[src/rtl/uart_tx_arbiter.sv]
// Round-robin, packet-granular arbiter sharing one uart_tx among NUM_REQ clients.
// Optional grant-revocation timeout in FETCH enabled by defining UART_ARB_TIMEOUT_EN.
module uart_tx_arbiter #(
  parameter int NUM_REQ        = 4,
  parameter int DATA_BITS      = 8,
  parameter int TIMEOUT_CYCLES = 256
) (
  input  logic                         clk,
  input  logic                         rst,
  input  logic [NUM_REQ-1:0]           req_valid,
  input  logic [NUM_REQ*DATA_BITS-1:0] req_data,
  input  logic [NUM_REQ-1:0]           req_last,
  output logic [NUM_REQ-1:0]           req_ready,
  output logic [NUM_REQ-1:0]           grant,
  output logic                         active,
  output logic                         tx_send,
  output logic [DATA_BITS-1:0]         tx_data,
  input  logic                         tx_busy,
  output logic                         err_timeout
);

  localparam int IW = (NUM_REQ > 1) ? $clog2(NUM_REQ) : 1;

  typedef enum logic [2:0] {
    IDLE,
    FETCH,
    SEND,
    WAIT_BUSY,
    DRAIN
  } state_t;

  state_t               state;
  logic [IW-1:0]        ptr;
  logic [IW-1:0]        win;
  logic [IW-1:0]        arb_idx;
  logic [IW-1:0]        cand;
  logic                 arb_hit;
  logic                 last_q;
  logic                 win_valid;
  logic                 win_last;
  logic [DATA_BITS-1:0] win_data;

`ifdef UART_ARB_TIMEOUT_EN
  localparam int TW = $clog2(TIMEOUT_CYCLES + 1);
  logic [TW-1:0] tcnt;
  logic          err_q;
  assign err_timeout = err_q;
`else
  assign err_timeout = 1'b0;
`endif

  // Search starts one past the last winner, wrapping modulo NUM_REQ.
  always_comb begin
    arb_hit = 1'b0;
    arb_idx = '0;
    cand    = '0;
    for (int k = 1; k <= NUM_REQ; k++) begin
      cand = IW'((int'(ptr) + k) % NUM_REQ);
      if (!arb_hit && req_valid[cand]) begin
        arb_hit = 1'b1;
        arb_idx = cand;
      end
    end
  end

  assign win_valid = req_valid[win];
  assign win_last  = req_last[win];
  assign win_data  = req_data[int'(win)*DATA_BITS +: DATA_BITS];

  assign req_ready = (state == FETCH) ? grant : '0;
  assign active    = |grant;

  always_ff @(posedge clk or posedge rst) begin
    if (rst) begin
      state   <= IDLE;
      grant   <= '0;
      ptr     <= IW'(NUM_REQ - 1);
      win     <= '0;
      tx_send <= 1'b0;
      tx_data <= '0;
      last_q  <= 1'b0;
`ifdef UART_ARB_TIMEOUT_EN
      tcnt    <= '0;
      err_q   <= 1'b0;
`endif
    end else begin
`ifdef UART_ARB_TIMEOUT_EN
      err_q <= 1'b0;
`endif
      unique case (state)
        IDLE: begin
          if (arb_hit) begin
            grant <= NUM_REQ'(1) << arb_idx;
            ptr   <= arb_idx;
            win   <= arb_idx;
            state <= FETCH;
`ifdef UART_ARB_TIMEOUT_EN
            tcnt  <= '0;
`endif
          end
        end
        FETCH: begin
          if (win_valid) begin
            tx_data <= win_data;
            last_q  <= win_last;
            tx_send <= 1'b1;
            state   <= SEND;
`ifdef UART_ARB_TIMEOUT_EN
          end else if (tcnt == TW'(TIMEOUT_CYCLES - 1)) begin
            // Revoke; ptr already points at this winner, so it drops to lowest priority.
            grant <= '0;
            err_q <= 1'b1;
            state <= IDLE;
          end else begin
            tcnt <= tcnt + 1'b1;
`endif
          end
        end
        SEND: begin
          if (!tx_busy) begin
            tx_send <= 1'b0;
            state   <= WAIT_BUSY;
          end
        end
        WAIT_BUSY: begin
          if (tx_busy) begin
            state <= DRAIN;
          end
        end
        DRAIN: begin
          if (!tx_busy) begin
            if (last_q) begin
              grant <= '0;
              state <= IDLE;
            end else begin
              state <= FETCH;
`ifdef UART_ARB_TIMEOUT_EN
              tcnt  <= '0;
`endif
            end
          end
        end
        default: state <= IDLE;
      endcase
    end
  end

endmodule
[config.mk]
export PLATFORM = sky130hd
export DESIGN_NAME = uart_tx_arbiter
export DESIGN_NICKNAME = d
export VERILOG_FILES = /design/src/rtl/uart_tx_arbiter.sv
export SDC_FILE = /design/constraint.sdc
export NUM_CORES = 1
export LEC_CHECK = 0
export BUFFER_PORTS_ARGS = -buffer_cell sky130_fd_sc_hd__buf_2
export CAP_MARGIN = 20
export CORE_ASPECT_RATIO = 1.4
export CORE_MARGIN = 4
export CORE_UTILIZATION = 41
export DETAILED_ROUTE_END_ITERATION = 7
export HOLD_SLACK_MARGIN = 0.12
export PLACE_DENSITY = 0.79
export SLEW_MARGIN = 20
export SYNTH_ARGS = -nofsm -noshare
export SYNTH_HDL_FRONTEND = slang
export SYNTH_SLANG_ARGS = --single-unit
[constraint.sdc]
create_clock -name clk -period 1.54 [get_ports clk]
set_input_delay 0.231 -clock clk [delete_from_list [all_inputs] [get_ports clk]]
set_output_delay 0.231 -clock clk [all_outputs]
set_load 0.05 [all_outputs]
**Word-level counts from Yosys, hierarchy flattened**

Cells that the tools add are included.
W data, S select, Z words.

- Register bits after elaboration: 21
- Output and inout port bits: 19
- Logic and storage cells: 78

- $add $sub $neg: 4
- Eq/ne operators: 10
- $lt $le $gt $ge: 5
- Mux-type cells: 35
- Shifts and indexed selects: 2
- Reductions and logical operators: 15

Operators by type and width:

| operator | count |
|---|---|
| $shiftx A32 B6 Y8 | 1 |
| $mux W4 | 4 |
| $lt A2 B3 Y1 const B | 5 |
| $mux W3 | 5 |
| $pmux W3 S5 | 1 |
| $mux W1 | 13 |
| $bmux W1 S2 | 6 |
| $ne A2 B2 Y1 const B | 6 |
| $mux W2 | 4 |
| $pmux W4 S2 | 1 |
| $eq A3 B2 Y1 const B | 2 |
| $reduce_and A5 Y1 | 1 |
| $add A2 B1 Y2 const B | 2 |
| $add A2 B2 Y2 const B | 2 |
| $reduce_and A2 Y1 | 2 |
| $reduce_and A4 Y1 | 1 |
| $reduce_bool A2 Y1 | 2 |
| $reduce_or A4 Y1 | 1 |
| $shl A1 B2 Y4 const A | 1 |
| $eq A3 B1 Y1 const B | 1 |
| $eq A3 B3 Y1 const B | 1 |
| $logic_and A1 B1 Y1 | 3 |
| $logic_not A1 Y1 | 3 |
| $logic_not A3 Y1 | 1 |
| other kinds (2) | 2 |

**Logic depth before layout (Yosys ltp)**

Gate-level depths: netlist (run 1).

- Depth in word-level cells: 16
- Gate-level depth with buffers: 5
- Depth with buffers taken out: 4

**Worst setup path before layout (run 1)**

No wires, ideal clock.

- Path type: register to output
- From: register grant[2]
- To: output active
- Arrival time: 1,392 ps
- Cell stages (with the launch flop): 2
- Slack: -83 ps
- Buffers on the path: 0
- Cell sequence: dfrtp_1 > or4_1

- Cells in the longest elaborated chain, start to end: 1

RTL lines:

| item | line | source |
|---|---|---|
| from (decl) | 14 | `output logic [NUM_REQ-1:0] grant,` |
| from (signal assigned) | 93 | `grant <= NUM_REQ'(1) << arb_idx;` |
| $reduce_or A4 Y1 | 71 | `assign active = \|grant;` |
| to (decl) | 15 | `output logic active,` |

Every way passes these cells.

**Final worst setup path (run 1)**

Same ends and word-level chain as after synthesis.

==> impl_metrics.yaml, run 1 <==
clock_network:
  cts_max_level: 1
  clock_latency_ns: 0.26
  clk_pin_slew_ns: 0.08
  cts-root-buf: "clkbuf_8"
  cts.sinks: 21
  numCtsBuffers: 3
  clock_path_buffers: 2
  cts_tree: "done"
synth:
  yosysSeqAreaShare_pct: 41.99
  synth_ff_type: "dfrtp_1"
  synthArstFlopShare_pct: 100.0
  synth-edff-count: 0
  synthCells: 102
  ys_warn_count: 0
  syn_area_per_cell_um2: 12.33
  synth_cell_types: 35
  synth_area_mm2: 0.001257
  synth_seq_cells: 21
  syn_nets: 145
finish:
  num-nets-final: 219
  fin_util_pct: 62.29
  layout_common_cells: "buf_2, dfrtp_1, buf_4"
  mostFrequentLayoutCell: "buf_2"
  area_growth_pct: 43.98
  fillers: 228
  stdcell_area_mm2: 0.001810
  antenna_cells: 0
  drive_gt1_share_pct: 65.14
  instances_no_fill: 212
sta:
  setup_viol: 11
  grt_setup_unrepaired: "yes"
  max_clock_freq_ghz: 0.6296
  maxSlewViolCount: 0
  min_period_over_period_pct: 103.1
  hold_ws_ns: 0.2585
  tns_ns: -0.2421
  layout_setup_ws_ns: -0.04830
  period_needed_ns: 1.588
  hold_viol: 0
  skew_ns: 0.004463
worst_setup_path:
  crit_type: "reg -> out"
  critPathRequiredTime_ns: 1.31
  end_kind: "output pin"
  crit_arrival_ns: 1.36
  path_max_fanout: 2
  worst_setup_path_start_kind: "flip-flop"
detailed_routing:
  drt_iter0_drc: 20
  wirelength_um: 3411
  route.detailed.drc: 0
  wl_per_cell_um: 16.09
  firstDrtPassIters: 4
  drt-vias-per-instance: 5.486
  ant_nets: 0
  vias: 1163
placement:
  port_buffers: 60
  place_inst: 201
  placed_area_mm2: 0.001645
  gp_congestion: 0.7567
  place_hpwl_um: 2617
  pre_cts_ws_ns: -0.01375
power:
  vdd_ir_drop_max_mv: 1.263
  p_leak_nw: 0.8693
  powerDensity_mw_per_mm2: 2254
  design_power_total_mw: 4.081
global_route:
  first_global_vias: 1308
  grt_util_all_layers_pct: 18.99
  antenna_found_initial: 0
  grt_pass1_wl_um: 5506
  grt_overflow_total: 0
  grt_start_max_net_pins: 22
floorplan:
  die_w_um: 54.81
  rows: 23
  boundaryPins: 62
  core-area_mm2: 0.002907
  start_util_pct: 43.26
  design.die.area_mm2: 0.004030
  die_y_um: 73.53
status:
  violations: "setup timing"
  outcome: "finished with violations"
hold_path:
  hold_class: "in -> reg"
job:
  drv_cap: 0
per-layer routing:
| layer | track usage (%) | part of all wire [%] | wire [µm] |
|---|---|---|---|
| met5 | 0 | 0 | 0 |
| met4 | 5.817 | 1.4 | 48 |
| met3 | 4.462 | 7.9 | 271 |
| met2 | 34.74 | 56 | 1896 |
| met1 | 20.59 | 35 | 1194 |
timing repair:
action | in CTS | in global routing
endpoints found under the setup margin | 14 | 18
hold endpoints to repair | 19 | 0
gates resized for setup | 14 | 5
pin swaps | 1 | 0
buffers inserted | 4 | 1
hold buffers | 1 | 0
cloned | 1 | 0
final timing paths:
check                           start         end  slack (ns)  cells after the start
setup / recovery             grant[2]      active       -0.05                      2
hold / removal                tx_busy    state[2]        0.26                      2
setup reg to reg               win[0]  tx_data[4]       -0.03                      3
hold reg to reg            tx_data[7]  tx_data[7]        0.51                      1
max in group asynchronous         rst      ptr[1]        0.74                      4
min in group asynchronous         rst    grant[3]        0.53                      4
flip-flops by register name, indices dropped and copies added (netlist names):
| register | flops |
|---|---|
| grant | 4 |
| state | 3 |
| last_q | 1 |
| tx_send | 1 |
| tx_data | 8 |
| ptr | 2 |
| win | 2 |
critical path, cell delays in order (launching register included):
cell	delay (ns)
dfrtp_1	0.39
or4_4	0.54
buf_6	0.17
cell type report:
cell class              instances  area, µm²  share of cell area [%]
multi-input cells              72      725.7                   40.08
well taps                      37      46.29                   2.557
inverters                       3      11.26                  0.6220
clock buffers                   4      45.04                   2.488
repair buffers                 75      454.2                   25.09
flip-flops and latches         21      528.0                   29.16
where the power goes:
group	switching [mW]	internal (mW)
Clock	0.176	0.184
Combinational	1.53	1.16
Sequential	0.191	0.839
Total	1.90	2.18
kinds of logic (layout without fill, tap and decap cells):
kind of cell,after synthesis,in the layout,share of synthesized area [%]
other cells,1,1,0.2982
buf+inv,10,82,3.682
simple gates,31,32,15.52
flops,21,21,41.99
compound gates,19,19,11.74
mux,20,20,26.77
cell usage after synthesis (2+ instances only):
cell       number  area [µm²]
a21oi_1         5       25.02
nand2b_1        3       18.77
buf_2           4       20.02
or3b_2          2       17.52
o21ai_0         5       25.02
nand2_1         6       22.52
nand3b_1        3       22.52
mux2_2          9       101.4
o2bb2ai_1       2       17.52
clkbuf_1        2       7.510
dfrtp_1        19       475.5
mux4_2         10       225.2
nor2_1          4       15.01
inv_1           3       11.26
and2_1          4       25.02
dfstp_2         2       52.55
(Power assumes the default switching activity.)
==> inputs of run 2 (changes only) <==
Settings changed: CORE_UTILIZATION 41 to 44, GPL_TIMING_DRIVEN set to 0, PLACE_DENSITY 0.79 to 0.8.
Clock period 1.54 ns to 1.91 ns, I/O delays scaled along.
==> run 2 against run 1 <==
Compared with the run above: the run now ends clean; design area decreased by 8.7%; sequential power decreased by 24%; wire length decreased by 15%; largest cell class unchanged.
==> impl_metrics.yaml, run 2 (synthesized netlist as in run 1, its figures left out) <==
status:
  outcome: "finished clean"
clock_network:
  numCtsBuffers: 3
  clock_path_buffers: 2
  clock_latency_ns: 0.29
  cts-root-buf: "clkbuf_4"
  cts_tree: "done"
  cts_max_level: 1
  cts.sinks: 21
  hold_buffers: 0
  clk_pin_slew_ns: 0.11
global_route:
  first_global_vias: 1100
  grt_overflow_total: 0
  grt_pass1_wl_um: 4823
  antenna_found_initial: 0
  grt_start_max_net_pins: 22
  grt_util_all_layers_pct: 16.88
worst_setup_path:
  crit_arrival_ns: 1.53
  r2r-start: "win[0]"
  worst_setup_path_start_kind: "flip-flop"
  r2r_end: "tx_data[5]"
  critPathRequiredTime_ns: 1.62
  end_kind: "output pin"
  path_max_fanout: 9
  crit_type: "reg -> out"
  r2r_cells: 3
  rrSetupSlack_ns: 0.27
sta:
  hold_viol: 0
  period_needed_ns: 1.821
  min_period_over_period_pct: 95.35
  max_slew_margin_pct: 46.15
  max_clock_freq_ghz: 0.5491
  tns_ns: 0
  maxSlewViolCount: 0
  grt_setup_unrepaired: "no"
  skew_ns: 0.006975
  worst_pin_slew_ns: 0.8069
  setup_viol: 0
floorplan:
  boundaryPins: 62
  die_y_um: 71.26
  die_w_um: 53.18
  core-area_mm2: 0.002670
  rows: 22
  start_util_pct: 47.09
  design.die.area_mm2: 0.003789
finish:
  drive_gt1_share_pct: 59.28
  mostFrequentLayoutCell: "buf_2"
  antenna_cells: 0
  top_regs: "tx_data: 8 flops, grant: 4 flops, state: 3 flops"
  fin_util_pct: 61.90
  fillers: 228
  largest_register: "tx_data"
  layout_common_cells: "buf_2, dfrtp_1, mux4_2"
  largest_register_ffs: 8
  num-nets-final: 211
  area_growth_pct: 31.44
power:
  vdd_ir_drop_max_mv: 0.9841
  design_power_total_mw: 2.886
  powerDensity_mw_per_mm2: 1746
  p_leak_nw: 0.7848
detailed_routing:
  wirelength_um: 2899
  ant_nets: 0
  drt-vias-per-instance: 5.227
  drt_iter0_drc: 17
  firstDrtPassIters: 4
  vias: 1061
  route.detailed.drc: 0
  wl_per_cell_um: 14.28
placement:
  place_hpwl_um: 2404
  gp_congestion: 0.6911
  port_buffers: 60
hold_path:
  hold_class: "in -> async"
job:
  drv_cap: 0
run 2: cell count changes in the layout (fill, tap and decap cells not counted), moves of 3 or more:
cell / before / now
buf_4: 14 / 2
clkbuf_4: 0 / 7
buf_2: 55 / 60
and2_1: 0 / 4
buf_6: 3 / 0
clkbuf_8: 3 / 0
run 2: per-stage QoR:
step | std cells | area, µm² | worst slack [ns] | hold slack [ns]
2_1_floorplan | 102 | 1257 | 0.2315 | 0.2615
5_1_grt | 203 | 1653 | 0.0006359 | 0.1803
4_1_cts | 203 | 1643 | 0.06826 | 0.1559
3_5_place_dp | 198 | 1603 | 0.2387 | 0.4868
6_report | 203 | 1653 | 0.08880 | 0.1323
3_3_place_gp | 198 | 1603 | 0.2611 | 0.4625
run 2: worst max-delay path by stage:
stage                               to  cells after the start  slack [ns]     start
after floorplan                 active                      1        0.23  grant[2]
after global placement    req_ready[0]                      4        0.26  state[1]
after detailed placement    tx_data[5]                      3        0.24    win[0]
after CTS                 req_ready[2]                      4        0.07  state[2]
after global routing      req_ready[2]                      4      0.0006  state[2]
final                     req_ready[1]                      4        0.09  state[2]
run 2: area by class of cell:
cell class	instances	area [µm²]	share of cell area (%)
Clock buffer	4	26.28	1.590
Inverter	3	11.26	0.6813
Buffer	7	35.03	2.120
Tap cell	36	45.04	2.725
Multi-Input combinational cell	71	689.4	41.71
Sequential cell	21	528.0	31.95
Timing Repair Buffer	61	317.8	19.23
run 2: layer usage:
metal	vias up	track usage (%)	wire [µm]	part of all wire (%)
li1	508	-	-	-
met1	506	20.92	1126	39
met2	45	29.97	1551	54
met3	2	2.079	198	6.8
met4	0	5.114	22	0.76
met5	-	0	0	0
run 2: critical path: stages, from the launching register on:
cell      delay, ns
dfrtp_1        0.37
buf_2          0.18
nor3b_4        0.29
and2_1         0.17
clkbuf_4       0.23
run 2: report_power, final:
group          leakage, nW  total, mW  switching [mW]  internal [mW]
Sequential           0.251      0.781           0.108          0.672
Combinational        0.518       1.90            1.17          0.726
Clock               0.0150      0.207           0.126         0.0811
Total                0.785       2.89            1.41           1.48
run 2: repair_timing:
item,in CTS,in global routing
pin swaps,1,0
setup buffers,1,0
cloned,0,0
endpoints found under the setup margin,4,4
resized for setup,1,4
hold endpoints to repair,0,0
==> inputs of run 3 (changes only) <==
Clock period 1.91 ns to 2.16 ns, I/O delays scaled along.
==> run 3 against run 2 <==
Compared with the run above: clock skew fell by 0.00055 ns; register-to-register slack better by 0.24 ns; die area stayed put; sequential power decreased by 12%; core utilization fell by 0.66 points; first-iteration DRC count decreased by 12%; via count fell by 0.66%; combinational power shrank 13%; sequential share of layout area grew 0.34 points; largest power group unchanged; clock power shrank 12%; worst setup slack improved by 0.13 ns.
==> impl_metrics.yaml, run 3 (synthesized netlist as in run 1, its figures left out) <==
sta:
  period_needed_ns: 1.945
  skew_ns: 0.006429
  maxSlewViolCount: 0
  min_period_over_period_pct: 90.05
  max_slew_margin_pct: 45.95
  max_clock_freq_ghz: 0.5141
  setup_viol: 0
  hold_viol: 0
  grt_setup_unrepaired: "no"
  tns_ns: 0
  worst_pin_slew_ns: 0.8098
clock_network:
  cts_tree: "done"
  clock_path_buffers: 2
  numCtsBuffers: 3
  clock_latency_ns: 0.29
  hold_buffers: 0
  cts-root-buf: "clkbuf_4"
  cts_max_level: 1
  cts.sinks: 21
  cts_setup_buffers: 0
  clk_pin_slew_ns: 0.11
detailed_routing:
  drt_iter0_drc: 15
  wirelength_um: 2855
  wl_per_cell_um: 14.13
  ant_nets: 0
  drt-vias-per-instance: 5.218
  route.detailed.drc: 0
  vias: 1054
  firstDrtPassIters: 4
global_route:
  grt_pass1_wl_um: 4781
  grt_util_all_layers_pct: 16.71
  antenna_found_initial: 0
  first_global_vias: 1102
  grt_overflow_total: 0
  grt_start_max_net_pins: 22
finish:
  mostFrequentLayoutCell: "buf_2"
  stdcell_area_mm2: 0.001635
  num-nets-final: 210
  fillers: 232
  layout_common_cells: "buf_2, dfrtp_1, mux4_2"
  multiInputGateArea_um2: 689.4
  regArea_um2: 528.0
  area_growth_pct: 30.05
  largest_register: "tx_data"
  drive_gt1_share_pct: 59.04
  largest_register_ffs: 8
  antenna_cells: 0
  top_regs: "tx_data: 8 flops, grant: 4 flops, state: 3 flops"
worst_setup_path:
  r2r_end: "tx_data[5]"
  crit_family: "simple AND/OR/NAND/NOR gates"
  crit_type: "reg -> out"
  worst-path-buf-inv: 2
  worst_setup_path_start_kind: "flip-flop"
  end_kind: "output pin"
  crit_arrival_ns: 1.62
  r2r_cells: 3
  r2r-start: "win[0]"
  path_max_fanout: 8
  crit_path_frequent_cell: "buf_2"
  cpMaxStageDelayCell: "dfrtp_1"
  rrSetupSlack_ns: 0.51
  slowest_delay_ns: 0.37
  critPathRequiredTime_ns: 1.84
  cp_cell_sequence: "buf_2 -> nor3b_4 -> and2_1 -> buf_2"
power:
  p_leak_nw: 0.7820
  design_power_total_mw: 2.523
  vdd_ir_drop_max_mv: 0.8721
  powerDensity_mw_per_mm2: 1543
floorplan:
  die_w_um: 53.18
  design.die.area_mm2: 0.003789
  boundaryPins: 62
  rows: 22
  die_y_um: 71.26
  core-area_mm2: 0.002670
  start_util_pct: 47.09
placement:
  port_buffers: 60
  place_hpwl_um: 2404
  gp_congestion: 0.6911
  placed_area_mm2: 0.001603
status:
  outcome: "finished clean"
hold_path:
  hold_class: "in -> async"
job:
  drv_cap: 0
==> run 3: changes by cell type in the layout (fill, tap and decap cells not counted) <==
cell	before	now
buf_2	60	64
buf_4	2	1
clkbuf_4	7	3
==> run 3: worst max path at each step <==
stage / endpoint / slack, ns / depth (start not counted) / start
2_1_floorplan: active / 0.44 / 1 / grant[2]
3_3_place_gp: req_ready[0] / 0.47 / 4 / state[1]
3_5_place_dp: req_ready[2] / 0.45 / 4 / state[1]
4_1_cts: req_ready[2] / 0.11 / 4 / state[1]
5_1_grt: req_ready[2] / 0.09 / 4 / state[1]
6_report: req_ready[2] / 0.21 / 4 / state[1]
==> run 3: layer usage <==
metal / vias to the layer above / wire length (µm) / global-route usage [%]
met2: 41 / 1511 / 29.83
met4: 0 / 22 / 5.114
met3: 2 / 191 / 2.079
met5: - / 0 / 0
li1: 506 / - / -
met1: 505 / 1130 / 20.50
==> run 3: repair_timing <==
action                                 4_1_cts  5_1_grt
endpoints found under the hold margin        0        0
setup endpoints to repair                    0        3
resized for setup                            0        1
==> run 3: area by class of cell <==
| cell class | count | area share [%] |
|---|---|---|
| Buffer | 7 | 2.142 |
| Inverter | 3 | 0.6886 |
| Sequential cell | 21 | 32.29 |
| Tap cell | 36 | 2.754 |
| Timing Repair Buffer | 60 | 18.36 |
| Clock buffer | 4 | 1.607 |
| Multi-Input combinational cell | 71 | 42.16 |
==> run 3: report_power, final <==
| part | internal [mW] | total, mW | switching (mW) |
|---|---|---|---|
| clock | 0.0717 | 0.182 | 0.110 |
| combinational | 0.621 | 1.65 | 1.03 |
| sequential | 0.595 | 0.691 | 0.0961 |
==> run 3: through the flow <==
| step | std cells | setup WS, ns | hold WS (ns) | utilization [%] |
|---|---|---|---|---|
| after floorplan | 102 | 0.4440 | 0.2990 | - |
| after global placement | 198 | 0.4736 | 0.4852 | 60.03 |
| after detailed placement | 198 | 0.4516 | 0.4955 | 60.03 |
| after CTS | 202 | 0.1130 | 0.1934 | 61.01 |
| after global routing | 202 | 0.08693 | 0.2178 | 61.25 |
| final | 202 | 0.2149 | 0.1722 | 61.25 |
